`src/rtl/trigger_conditioner.sv`:
```
// trigger_conditioner
// Conditions the raw light-gun trigger switch into a clean gunShot level:
// two-stage synchroniser, debounce on both edges, minimum high time,
// post-release cooldown and a one-cycle fire_pulse per accepted shot.
// The single timer counts consecutive matching samples in the debounce
// states, time-in-state in S_FIRE and S_COOL, and saturates at all-ones.

module trigger_conditioner #(
  parameter int DEBOUNCE_CYCLES = 50000,
  parameter int MIN_HIGH_CYCLES = 4,
  parameter int COOLDOWN_CYCLES = 1000,
  parameter int CNT_W           = 16
) (
  input  logic clk,
  input  logic reset,
  input  logic trigger_raw,
  input  logic enable,
  output logic gunShot,
  output logic fire_pulse,
  output logic busy
);

  typedef enum logic [2:0] {
    S_ARM     = 3'd0,
    S_IDLE    = 3'd1,
    S_PRESS   = 3'd2,
    S_FIRE    = 3'd3,
    S_RELEASE = 3'd4,
    S_COOL    = 3'd5
  } state_t;

  // Timer value on the edge that sees the last required debounce sample.
  localparam logic [CNT_W-1:0] DEB_LAST  = CNT_W'(DEBOUNCE_CYCLES - 1);
  localparam logic [CNT_W-1:0] MIN_HIGH  = CNT_W'(MIN_HIGH_CYCLES);
  localparam logic [CNT_W-1:0] COOL_LAST = CNT_W'(COOLDOWN_CYCLES - 1);
  localparam logic [CNT_W-1:0] T_ZERO    = {CNT_W{1'b0}};
  localparam logic [CNT_W-1:0] T_ONE     = CNT_W'(1);
  localparam logic [CNT_W-1:0] T_MAX     = {CNT_W{1'b1}};

  logic             trig_meta_r;
  logic             t_s;
  state_t           state_r;
  state_t           state_nxt_s;
  logic [CNT_W-1:0] timer_r;
  logic [CNT_W-1:0] timer_nxt_s;
  logic [CNT_W-1:0] timer_inc_s;
  logic             min_met_r;
  logic             min_met_nxt_s;
  logic             pulse_nxt_s;
  logic             gun_shot_r;
  logic             fire_pulse_r;
  logic             busy_r;

  assign gunShot    = gun_shot_r;
  assign fire_pulse = fire_pulse_r;
  assign busy       = busy_r;

  // Saturating increment: a long hold must never wrap back into a compare window.
  assign timer_inc_s = (timer_r == T_MAX) ? timer_r : (timer_r + T_ONE);

  // Two-flop synchroniser for the asynchronous trigger switch.
  always_ff @(posedge clk or posedge reset) begin
    if (reset) begin
      trig_meta_r <= 1'b0;
      t_s         <= 1'b0;
    end else begin
      trig_meta_r <= trigger_raw;
      t_s         <= trig_meta_r;
    end
  end

  // Next-state, timer and strobe decisions; every path starts from defaults.
  always_comb begin
    state_nxt_s   = state_r;
    timer_nxt_s   = timer_inc_s;
    min_met_nxt_s = min_met_r;
    pulse_nxt_s   = 1'b0;
    case (state_r)
      S_ARM: begin
        // A trigger held through reset or disable must be seen released first.
        if (t_s) begin
          timer_nxt_s = T_ZERO;
        end else if (timer_r >= DEB_LAST) begin
          state_nxt_s = S_IDLE;
          timer_nxt_s = T_ZERO;
        end else begin
          timer_nxt_s = timer_inc_s;
        end
      end
      S_IDLE: begin
        timer_nxt_s = T_ZERO;
        if (!enable) begin
          state_nxt_s = S_ARM;
        end else if (t_s) begin
          // This edge already counts as the first stable high sample.
          if (DEB_LAST == T_ZERO) begin
            state_nxt_s   = S_FIRE;
            pulse_nxt_s   = 1'b1;
            min_met_nxt_s = 1'b0;
          end else begin
            state_nxt_s = S_PRESS;
            timer_nxt_s = T_ONE;
          end
        end else begin
          state_nxt_s = S_IDLE;
        end
      end
      S_PRESS: begin
        if (!enable) begin
          state_nxt_s = S_ARM;
          timer_nxt_s = T_ZERO;
        end else if (!t_s) begin
          state_nxt_s = S_IDLE;
          timer_nxt_s = T_ZERO;
        end else if (timer_r >= DEB_LAST) begin
          state_nxt_s   = S_FIRE;
          timer_nxt_s   = T_ZERO;
          pulse_nxt_s   = 1'b1;
          min_met_nxt_s = 1'b0;
        end else begin
          timer_nxt_s = timer_inc_s;
        end
      end
      S_FIRE: begin
        // min_met_r covers re-entry from a release bounce, where the timer restarted.
        if (!t_s && (min_met_r || (timer_r >= MIN_HIGH))) begin
          min_met_nxt_s = 1'b1;
          if (DEB_LAST == T_ZERO) begin
            state_nxt_s = S_COOL;
            timer_nxt_s = T_ZERO;
          end else begin
            state_nxt_s = S_RELEASE;
            timer_nxt_s = T_ONE;
          end
        end else begin
          timer_nxt_s = timer_inc_s;
        end
      end
      S_RELEASE: begin
        if (t_s) begin
          state_nxt_s = S_FIRE;
          timer_nxt_s = T_ZERO;
        end else if (timer_r >= DEB_LAST) begin
          state_nxt_s = S_COOL;
          timer_nxt_s = T_ZERO;
        end else begin
          timer_nxt_s = timer_inc_s;
        end
      end
      S_COOL: begin
        if (timer_r >= COOL_LAST) begin
          state_nxt_s = S_ARM;
          timer_nxt_s = T_ZERO;
        end else begin
          timer_nxt_s = timer_inc_s;
        end
      end
      default: begin
        state_nxt_s   = S_ARM;
        timer_nxt_s   = T_ZERO;
        min_met_nxt_s = 1'b0;
      end
    endcase
  end

  // State, timer and registered outputs derived from the next state.
  always_ff @(posedge clk or posedge reset) begin
    if (reset) begin
      state_r      <= S_ARM;
      timer_r      <= T_ZERO;
      min_met_r    <= 1'b0;
      gun_shot_r   <= 1'b0;
      fire_pulse_r <= 1'b0;
      busy_r       <= 1'b1;
    end else begin
      state_r      <= state_nxt_s;
      timer_r      <= timer_nxt_s;
      min_met_r    <= min_met_nxt_s;
      gun_shot_r   <= (state_nxt_s == S_FIRE) || (state_nxt_s == S_RELEASE);
      fire_pulse_r <= pulse_nxt_s;
      busy_r       <= (state_nxt_s != S_IDLE);
    end
  end

endmodule

```
`config.mk`:
```
export PLATFORM = sky130hd
export DESIGN_NAME = trigger_conditioner
export DESIGN_NICKNAME = d
export VERILOG_FILES = /design/src/rtl/trigger_conditioner.sv
export SDC_FILE = /design/constraint.sdc
export NUM_CORES = 1
export LEC_CHECK = 0
export ABC_AREA = 0
export CORE_ASPECT_RATIO = 1.2
export CORE_UTILIZATION = 40
export CTS_CLUSTER_DIAMETER = 40
export CTS_CLUSTER_SIZE = 20
export DETAILED_ROUTE_END_ITERATION = 8
export SYNTH_ARGS = -nofsm -noshare
export SYNTH_HDL_FRONTEND = slang
export SYNTH_SLANG_ARGS = --single-unit
export TNS_END_PERCENT = 10
```
`constraint.sdc`:
```
create_clock -name clk -period 2.4 [get_ports clk]
set_input_delay 0.24 -clock clk [delete_from_list [all_inputs] [get_ports clk]]
set_output_delay 0.24 -clock clk [all_outputs]
set_load 0.05 [all_outputs]
```
==> results.ini, run 1 <==
[outcome]
outcome = completed

[logic_synthesis]
async_flop_share_pct = 100
ys_seq_elements = 25
synth_top_family_by_area = simple AND/OR/NAND/NOR gates
synth_xor_area_share_pct = 7.86
netlist_area_um2 = 1450
syn_nets = 156
synth_warnings = 0
synth_edf_count = 0
synthSimpleGateAreaFrac_pct = 24.3
synth_compound_area_share_pct = 13.8
avgSynthCellArea_um2 = 9.66
yosys-mux-area-fraction_pct = 0
ys_seq_area_share_pct = 43.3
synth_fa_ha_area_share_pct = 2.42
netlist_instances = 150
synthFlopType = dfrtp_1
synth_cell_type_count = 43

[critical_path]
crit_path_end_kind = register
crit_type = reg2reg
path_buf_inv = 0
critPathMaxFanout = 15
worstPathCellList = or4_4, nor4_1, o311a_1, o21bai_1, nor2_4, a221oi_1
slowest_delay_ns = 0.56
crit_family = simple AND/OR/NAND/NOR gates
start_kind = register
cpMaxStageDelayCell = or4_4
worstPathArrival_ns = 2.36
crit_required_ns = 2.58

[cts]
numCtsBuffers = 3
cts-root-buf = clkbuf_8
ctsHoldBuffers = 0
cts.repair.resized = 0
htree_levels = 1
clk_path_buf_depth = 2
clk_pin_slew_ns = 0.09
cts_tree = built
clock_latency_ns = 0.27
clkSinkCount = 25
cts_setup_buffers = 0

[drt]
antenna_left = 0
firstDrtPassIters = 4
drc = 0
drt_iter0_markers = 56
routedWlPerCell_um = 14.4
vias = 1125
viasPerCell = 5.80
wl_mm = 2.80

[pwr]
power.total_w = 0.000732
ir_drop_mv = 0.234
p_leak_nw = 0.698
p_per_area_nw_per_um2 = 473

[die]
chipHeight_um = 67.9
die_w_um = 56.9
initial_core_util_pct = 42.7
coreArea_um2 = 3400
die_area_um2 = 3870
ios = 7
rows = 23

[final_layout]
layout.cells.most_common = dfrtp_1
utilization_pct = 45.6
layout_common_cells = 24 x dfrtp_1, 18 x nor2_1, 10 x xor2_1, 9 x nand2_1, 9 x nand3_1
area_growth_pct = 6.82
drive_above_1_share_pct = 8.92
nNetsFinal = 164
antenna_cells = 0

[min_path]
hold_path.class = in2async

[sta]
slew_headroom_pct = 66.8
period_share_pct = 91.1
clock_skew_ns = 0.00769
max_freq_mhz = 457
hold_slack_ns = 0.308
max_slew.worst_pin.slew_ns = 0.496
setup_viol = 0
rsz0062_at_grt = false
setup_tns_ns = 0
fin_crit_ns = 2.19
finalHoldViolCount = 0
slew_viol_final = 0

[global_routing]
grt_overflow = 0
grt_max_degree = 26
grtUsageTotal_pct = 16.4
antenna_found_initial = 0
grt_pass1_wl_mm = 4.87
grt_pass1_vias = 1038

[run]
drv_cap = 0

[placed_design]
gp_congestion = 0.847
place_hpwl_mm = 2.03
port_buffers = 6

==> sequential cells by signal (all words and copies together) (netlist names) <==
signal / flops
timer_r: 16
state_r: 3
busy: 1
fire_pulse: 1
gunShot: 1
min_met_r: 1
t_s: 1
trig_meta_r: 1
==> Yosys cell counts, drive strengths merged (3+ instances only) <==
| cell | n | area (um2) |
|---|---|---|
| clkbuf | 3 | 31.3 |
| a211oi | 4 | 30.0 |
| nor4 | 4 | 25.0 |
| nor2 | 19 | 73.8 |
| nand3 | 9 | 45.0 |
| buf | 3 | 27.5 |
| inv | 8 | 30.0 |
| and3 | 3 | 18.8 |
| a21oi | 5 | 25.0 |
| nor3 | 7 | 35.0 |
| xnor2 | 3 | 26.3 |
| dfrtp | 24 | 601 |
| xor2 | 10 | 87.6 |
| o21ai | 4 | 20.0 |
| nand4 | 6 | 37.5 |
| nand2 | 9 | 33.8 |
==> layout make-up <==
| class | instances | area (um2) |
|---|---|---|
| fill | 335 | 1850 |
| multi-input combinational | 110 | 706 |
| sequential | 25 | 627 |
| timing repair buffer | 10 | 90.1 |
| tap | 37 | 46.3 |
| clock buffer | 3 | 41.3 |
| inverter | 8 | 30.0 |
| clock inverter | 1 | 7.51 |
==> metal layers <==
layer / up-vias / part of all wire (%) / global-route usage, % / wire length, um
met2: 34 / 52 / 26.5 / 1440
met3: 5 / 4.4 / 2.65 / 122
li1: 543 / - / - / -
met5: - / 0 / 0 / 0
met4: 0 / 1.1 / 7.62 / 31
met1: 543 / 43 / 21.7 / 1200
==> stage by stage <==
| stage | instance area, um2 | worst slack, ns | std cells |
|---|---|---|---|
| floorplan | 1450 | 0.365 | 150 |
| global placement | 1490 | 0.288 | 190 |
| detailed placement | 1490 | 0.223 | 190 |
| CTS | 1540 | 0.207 | 194 |
| global route | 1550 | 0.0255 | 194 |
| finish | 1550 | 0.213 | 194 |
==> power by group <==
group	internal, W	switching (W)	total [W]	leakage (nW)
sequential	0.000427	0.00000718	0.000434	0.339
combinational	0.0000151	0.0000269	0.0000420	0.337
clock	0.000118	0.000138	0.000256	0.0217
==> worst register-to-register path: stages (launching register included) <==
cell      delay, ns
dfrtp_1        0.43
or4_4          0.56
nor4_1         0.25
o311a_1        0.28
o21bai_1       0.20
nor2_4         0.14
a221oi_1       0.24
==> cells by family (layout without fill, tap and decap cells) <==
logic type | Yosys count | in the layout
and+or+nand+nor | 68 | 68
adders and majority gates | 3 | 3
DFF | 25 | 25
xor gates and xnor gates | 13 | 13
buffers and inverters | 15 | 22
AOI/OAI and AO/OA | 26 | 26
==> final timing paths <==
kind / start / to / slack [ns] / depth (start not counted)
worst max-delay path: timer_r[10] / timer_r[4] / 0.21 / 6
worst min-delay path: reset / timer_r[13] / 0.31 / 3
worst max register to register: timer_r[10] / timer_r[4] / 0.21 / 6
worst min register to register: trig_meta_r / t_s / 0.37 / 0
max in group asynchronous: reset / busy / 1.80 / 3
min in group clk: trig_meta_r / t_s / 0.37 / 0
Power figures use the tool's default switching activity.
==> run 2: changes to the inputs <==
Settings changed: CORE_UTILIZATION 40 to 59, HOLD_SLACK_MARGIN from default to 0.06, PLACE_DENSITY from default to 0.78.
==> results.ini, run 2 (same netlist as run 1, synthesis figures left out) <==
[cts]
cts_setup_buffers = 0  ; unchanged
ctsHoldBuffers = 0  ; unchanged
clock_latency_ns = 0.31  ; was 0.27 ns
numCtsBuffers = 3  ; unchanged
htree_levels = 1  ; unchanged
clk_path_buf_depth = 2  ; unchanged
clkSinkCount = 25  ; unchanged
clk_pin_slew_ns = 0.14  ; was 0.09 ns
cts-root-buf = clkbuf_4  ; was clkbuf_8
cts.repair.resized = 0  ; unchanged
cts_tree = built  ; unchanged

[final_layout]
nNetsFinal = 163  ; was 164
top_regs = timer_r (16), state_r (3)  ; unchanged
layout_common_cells = 24 x dfrtp_1, 18 x nor2_1, 10 x xor2_1, 9 x nand2_1, 9 x nand3_1  ; unchanged
largest_reg_flops = 16  ; unchanged
drive_above_1_share_pct = 8.33  ; was 8.92%
nFillCells = 196  ; was 335
antenna_cells = 0  ; unchanged
top_register = timer_r  ; unchanged
layout.cells.most_common = dfrtp_1  ; unchanged
area_growth_pct = 4.15  ; was 6.82%
post_layout_nonfiller_instances = 187  ; was 194

[die]
rows = 19  ; was 23
ios = 7  ; unchanged
coreArea_um2 = 2310  ; was 3400 um2
chipHeight_um = 56.3  ; was 67.9 um
die_area_um2 = 2660  ; was 3870 um2
die_w_um = 47.2  ; was 56.9 um
initial_core_util_pct = 62.8  ; was 42.7%

[sta]
fin_crit_ns = 2.22  ; was 2.19 ns
finalHoldViolCount = 0  ; unchanged
hold_slack_ns = 0.241  ; was 0.308 ns
max_freq_mhz = 450  ; was 457 MHz
rsz0062_at_grt = false  ; unchanged
period_share_pct = 92.6  ; was 91.1%
slew_headroom_pct = 59.1  ; was 66.8%
slew_viol_final = 0  ; unchanged
clock_skew_ns = 0.00667  ; was 0.00769 ns
setup_viol = 0  ; unchanged
setup_ws_ns = 0.178  ; was 0.213 ns
setup_tns_ns = 0  ; unchanged
max_slew.worst_pin.slew_ns = 0.614  ; was 0.496 ns

[global_routing]
grt_pass1_vias = 1118  ; was 1038
grt_overflow = 0  ; unchanged
grt_pass1_wl_mm = 4.85  ; was 4.87 mm
grt_max_degree = 26  ; unchanged
grtUsageTotal_pct = 25.0  ; was 16.4%
antenna_found_initial = 0  ; unchanged

[critical_path]
crit_path_end_kind = register  ; unchanged
r2r-start = timer_r[10]  ; unchanged
start_kind = register  ; unchanged
r2r_slack_ns = 0.18  ; was 0.21 ns
crit_type = reg2reg  ; unchanged
regToRegEndpoint = timer_r[4]  ; unchanged
crit_required_ns = 2.62  ; was 2.58 ns
worstPathArrival_ns = 2.44  ; was 2.36 ns
reg2reg_depth = 6  ; unchanged
critPathMaxFanout = 15  ; unchanged

[drt]
wl_mm = 2.78  ; was 2.80 mm
viasPerCell = 6.04  ; was 5.80
antenna_left = 0  ; unchanged
routedWlPerCell_um = 14.9  ; was 14.4 um
drc = 0  ; unchanged
vias = 1130  ; was 1125
firstDrtPassIters = 5  ; was 4
drt_iter0_markers = 44  ; was 56

[placed_design]
gp_congestion = 0.824  ; was 0.847
place_ws_ns = 0.248  ; was 0.223 ns
place_hpwl_mm = 2.03  ; about the same
port_buffers = 6  ; unchanged
placedCellCount = 183  ; was 190

[outcome]
outcome = completed  ; unchanged

[min_path]
hold_path.class = in2async  ; unchanged

[pwr]
p_per_area_nw_per_um2 = 439  ; was 473 nW/um2
ir_drop_mv = 0.448  ; was 0.234 mV
p_leak_nw = 0.683  ; was 0.698 nW

[run]
drv_cap = 0  ; unchanged

-- run 2: per-stage QoR --
stage | total power, W | cell area, um2 | utilization (%)
finish | 0.000663 | 1510 | 65.4
global route | 0.000695 | 1510 | 65.4
CTS | 0.000671 | 1510 | 65.4
detailed placement | 0.000483 | 1480 | 64.1
global placement | 0.000482 | 1480 | 64.1
floorplan | 0.000472 | 1450 | -
-- run 2: layout make-up --
type                            instances  area [um2]  share of cell area (%)
Tap cell                               31        38.8                    2.57
Inverter                                8        30.0                    1.99
Clock buffer                            3        22.5                    1.49
Clock inverter                          1        7.51                   0.498
Multi-Input combinational cell        110         701                    46.4
Sequential cell                        25         627                    41.5
Timing Repair Buffer                    9        82.6                    5.47
-- run 2: worst max-delay path, stage by stage, from the launching register on --
cell and delay, ns:
dfrtp_1 0.46, or4_4 0.56, nor4_1 0.24, o311a_1 0.26
o21bai_1 0.16, nor2_2 0.17, a221oi_1 0.27
-- run 2: power by group --
part           switching [W]  internal (W)
clock network       0.000125     0.0000635
registers         0.00000673      0.000427
logic              0.0000256     0.0000148
-- run 2: how the worst max path moves through the flow --
stage / end / cells past startpoint / start / slack, ns
after floorplan: gunShot / 5 / timer_r[10] / 0.37
after CTS: timer_r[4] / 6 / timer_r[10] / 0.22
after global placement: gunShot / 5 / timer_r[10] / 0.32
after global routing: timer_r[14] / 7 / timer_r[0] / 0.08
final: timer_r[4] / 6 / timer_r[10] / 0.18
after detailed placement: timer_r[4] / 6 / timer_r[10] / 0.25
-- run 2: per-layer routing --
metal / vias to the layer above / GRT usage (%) / share of wire, %
li1: 542 / - / -
met1: 547 / 31.1 / 41
met2: 31 / 40.3 / 53
met3: 10 / 2.57 / 3.4
met4: 0 / 13.9 / 3.0
met5: - / 0 / 0
==> patch: new RTL, flow settings as in run 1 <==
Re-encode `state_t` (6 states) as one-hot, 6 bits wide.
--- a/src/rtl/trigger_conditioner.sv
+++ b/src/rtl/trigger_conditioner.sv
@@ -20,13 +20,13 @@
   output logic busy
 );
 
-  typedef enum logic [2:0] {
-    S_ARM     = 3'd0,
-    S_IDLE    = 3'd1,
-    S_PRESS   = 3'd2,
-    S_FIRE    = 3'd3,
-    S_RELEASE = 3'd4,
-    S_COOL    = 3'd5
+  typedef enum logic [5:0] {
+    S_ARM     = 6'b000001,
+    S_IDLE    = 6'b000010,
+    S_PRESS   = 6'b000100,
+    S_FIRE    = 6'b001000,
+    S_RELEASE = 6'b010000,
+    S_COOL    = 6'b100000
   } state_t;
 
   // Timer value on the edge that sees the last required debounce sample.
Formal check against the unedited RTL: no difference found for any inputs over 10 cycles, from zero or initial values and one cycle with reset high; not proved beyond that.
==> patch against run 1 <==
  * Utilization is 0.27 points lower
  * Count of clock-buffer cells in the layout stayed put
  * Wire length is 30% higher
  * Die area is 12% higher
  * Total power is 22% higher
  * Design area is 14% higher
  * Sequential cell count is 3 higher
  * Worst setup slack better by 0.039 ns
  * Worst hold slack better by 0.041 ns
  * Combinational power is 1% lower
  * Area after synthesis is 12% higher
  * Highest routed layer unchanged
==> patch: results (changes against run 1) <==
| Metric | Value |
|---|---|
| Outcome | `finished, final reports clean` |
| Slew of the pin with the lowest slew margin | `0.6724 ns (+0.1761 ns)` |
| DR pass1 iterations | `4 (unchanged)` |
| Filler cells | `393 (+17%)` |
| Top cells by area, synth | `dfrtp_1, nor2_1, buf_6` |
| Bufs w/o clock | `8 (-2)` |
| Synth Area in Adders | `1.538% (-0.88 points)` |
| Drt initial violations | `39 (-30%)` |
| Gpl congestion | `0.8275 (-2.3%)` |
| Global-route usage over all layers | `18.44% (+2.1 points)` |
| Seq area share | `39.69% (-0.81 points)` |
| Synth top cells by count | `dfrtp_1, nor2_1, nand2_1` |
| Post-synthesis xor/xnor area fraction | `7.000% (-0.86 points)` |
| DR WL met3 | `91 um (-25%)` |
| Syn_area_per_cell | `9.190 um^2 (-4.9%)` |
| Routed wl met2 | `1985 um (+38%)` |
| Pre-CTS WS | `0.2802 ns (+0.05720 ns)` |
| Dpl cells | `231 (+22%)` |
| Nets@finish | `188 (+15%)` |
| Drt total wl | `3639 um (+30%)` |
| R2R setup slack | `0.25 ns (+0.04 ns)` |
| Met1 Use GR | `21.53% (-0.13 points)` |
| Critical Path Start | `state_r[3]$_DFF_PP0_` |
| Leak | `0.7457 nW (+6.9%)` |
| Vias in the first global route | `1420 (+37%)` |
| Mux contribution to synthesized area | `0.6154% (+0.62 points)` |
| Fraction of area in multi-input gates | `46.75% (+1.2 points)` |
| Layout cells sized above 1 | `9.392% (+0.48 points)` |
| Area of the multi-input gates | `828.3 um^2 (+17%)` |
| Die Wd | `60.21 um (+5.7%)` |
| Largest net degree at the start of global routing | `18 (-31%)` |
| Area after DPL | `1694 um^2 (+13%)` |
| Met1 Wirelength | `1497 um (+25%)` |
| FF-to-FF path depth | `6 (unchanged)` |
| Syn Nets | `183 (+17%)` |
| Vias per cell | `5.677 (-2.1%)` |
| CTS Root Cell | `clkbuf_8` |
| Multi-input logic cell count | `134 (+22%)` |
| First-pass GRT wire length | `6065 um (+25%)` |
| FMAX | `0.4654 GHz (+1.8%)` |
| RR Endpoint | `timer_r[14]$_DFF_PP0_` |
| DP Wirelength | `2739 um (+35%)` |
| Worst vdd ir | `0.2690 mV (+15%)` |
| WP data arrival | `2.34 ns (-0.02 ns)` |
| CP max stage delay | `0.55 ns` |
| Non-clk buf share | `4.237% (-1.6 points)` |
| Layout sequential cell count | `28 (+12%)` |
| Global Route met3 Usage | `2.347% (-0.30 points)` |
| Met2 Track Usage GR | `33.94% (+7.5 points)` |
| Biggest regs | `timer_r (16), state_r (6)` |
| Non-clock inverter count | `7 (-1)` |
| Hold slack | `0.3494 ns (+0.04139 ns)` |
| Register area share after synthesis | `43.23% (about the same)` |
patch: cell types whose count changed in the layout (fill, tap and decap cells not counted), moves of 3 or more:
| cell | before | now |
|---|---|---|
| nand2_1 | 9 | 14 |
| nor2_1 | 18 | 23 |
| o21ai_0 | 4 | 8 |
| a21o_1 | 0 | 3 |
| and4_1 | 1 | 4 |
| o211ai_1 | 0 | 3 |
| xnor2_1 | 3 | 6 |
| xor2_1 | 10 | 7 |
patch: logic make-up after synthesis:
family,after synthesis
flops,28
fa+ha+maj,2
mux,1
simple gates,87
xor+xnor,13
compound gates,31
buf+inv,15
patch: power by group:
group	total (mW)	leakage [nW]	switching, mW	internal [mW]
clock network	0.366	0.0357	0.143	0.223
registers	0.484	0.377	0.00699	0.477
logic	0.0415	0.333	0.0255	0.0161
total	0.892	0.746	0.175	0.716
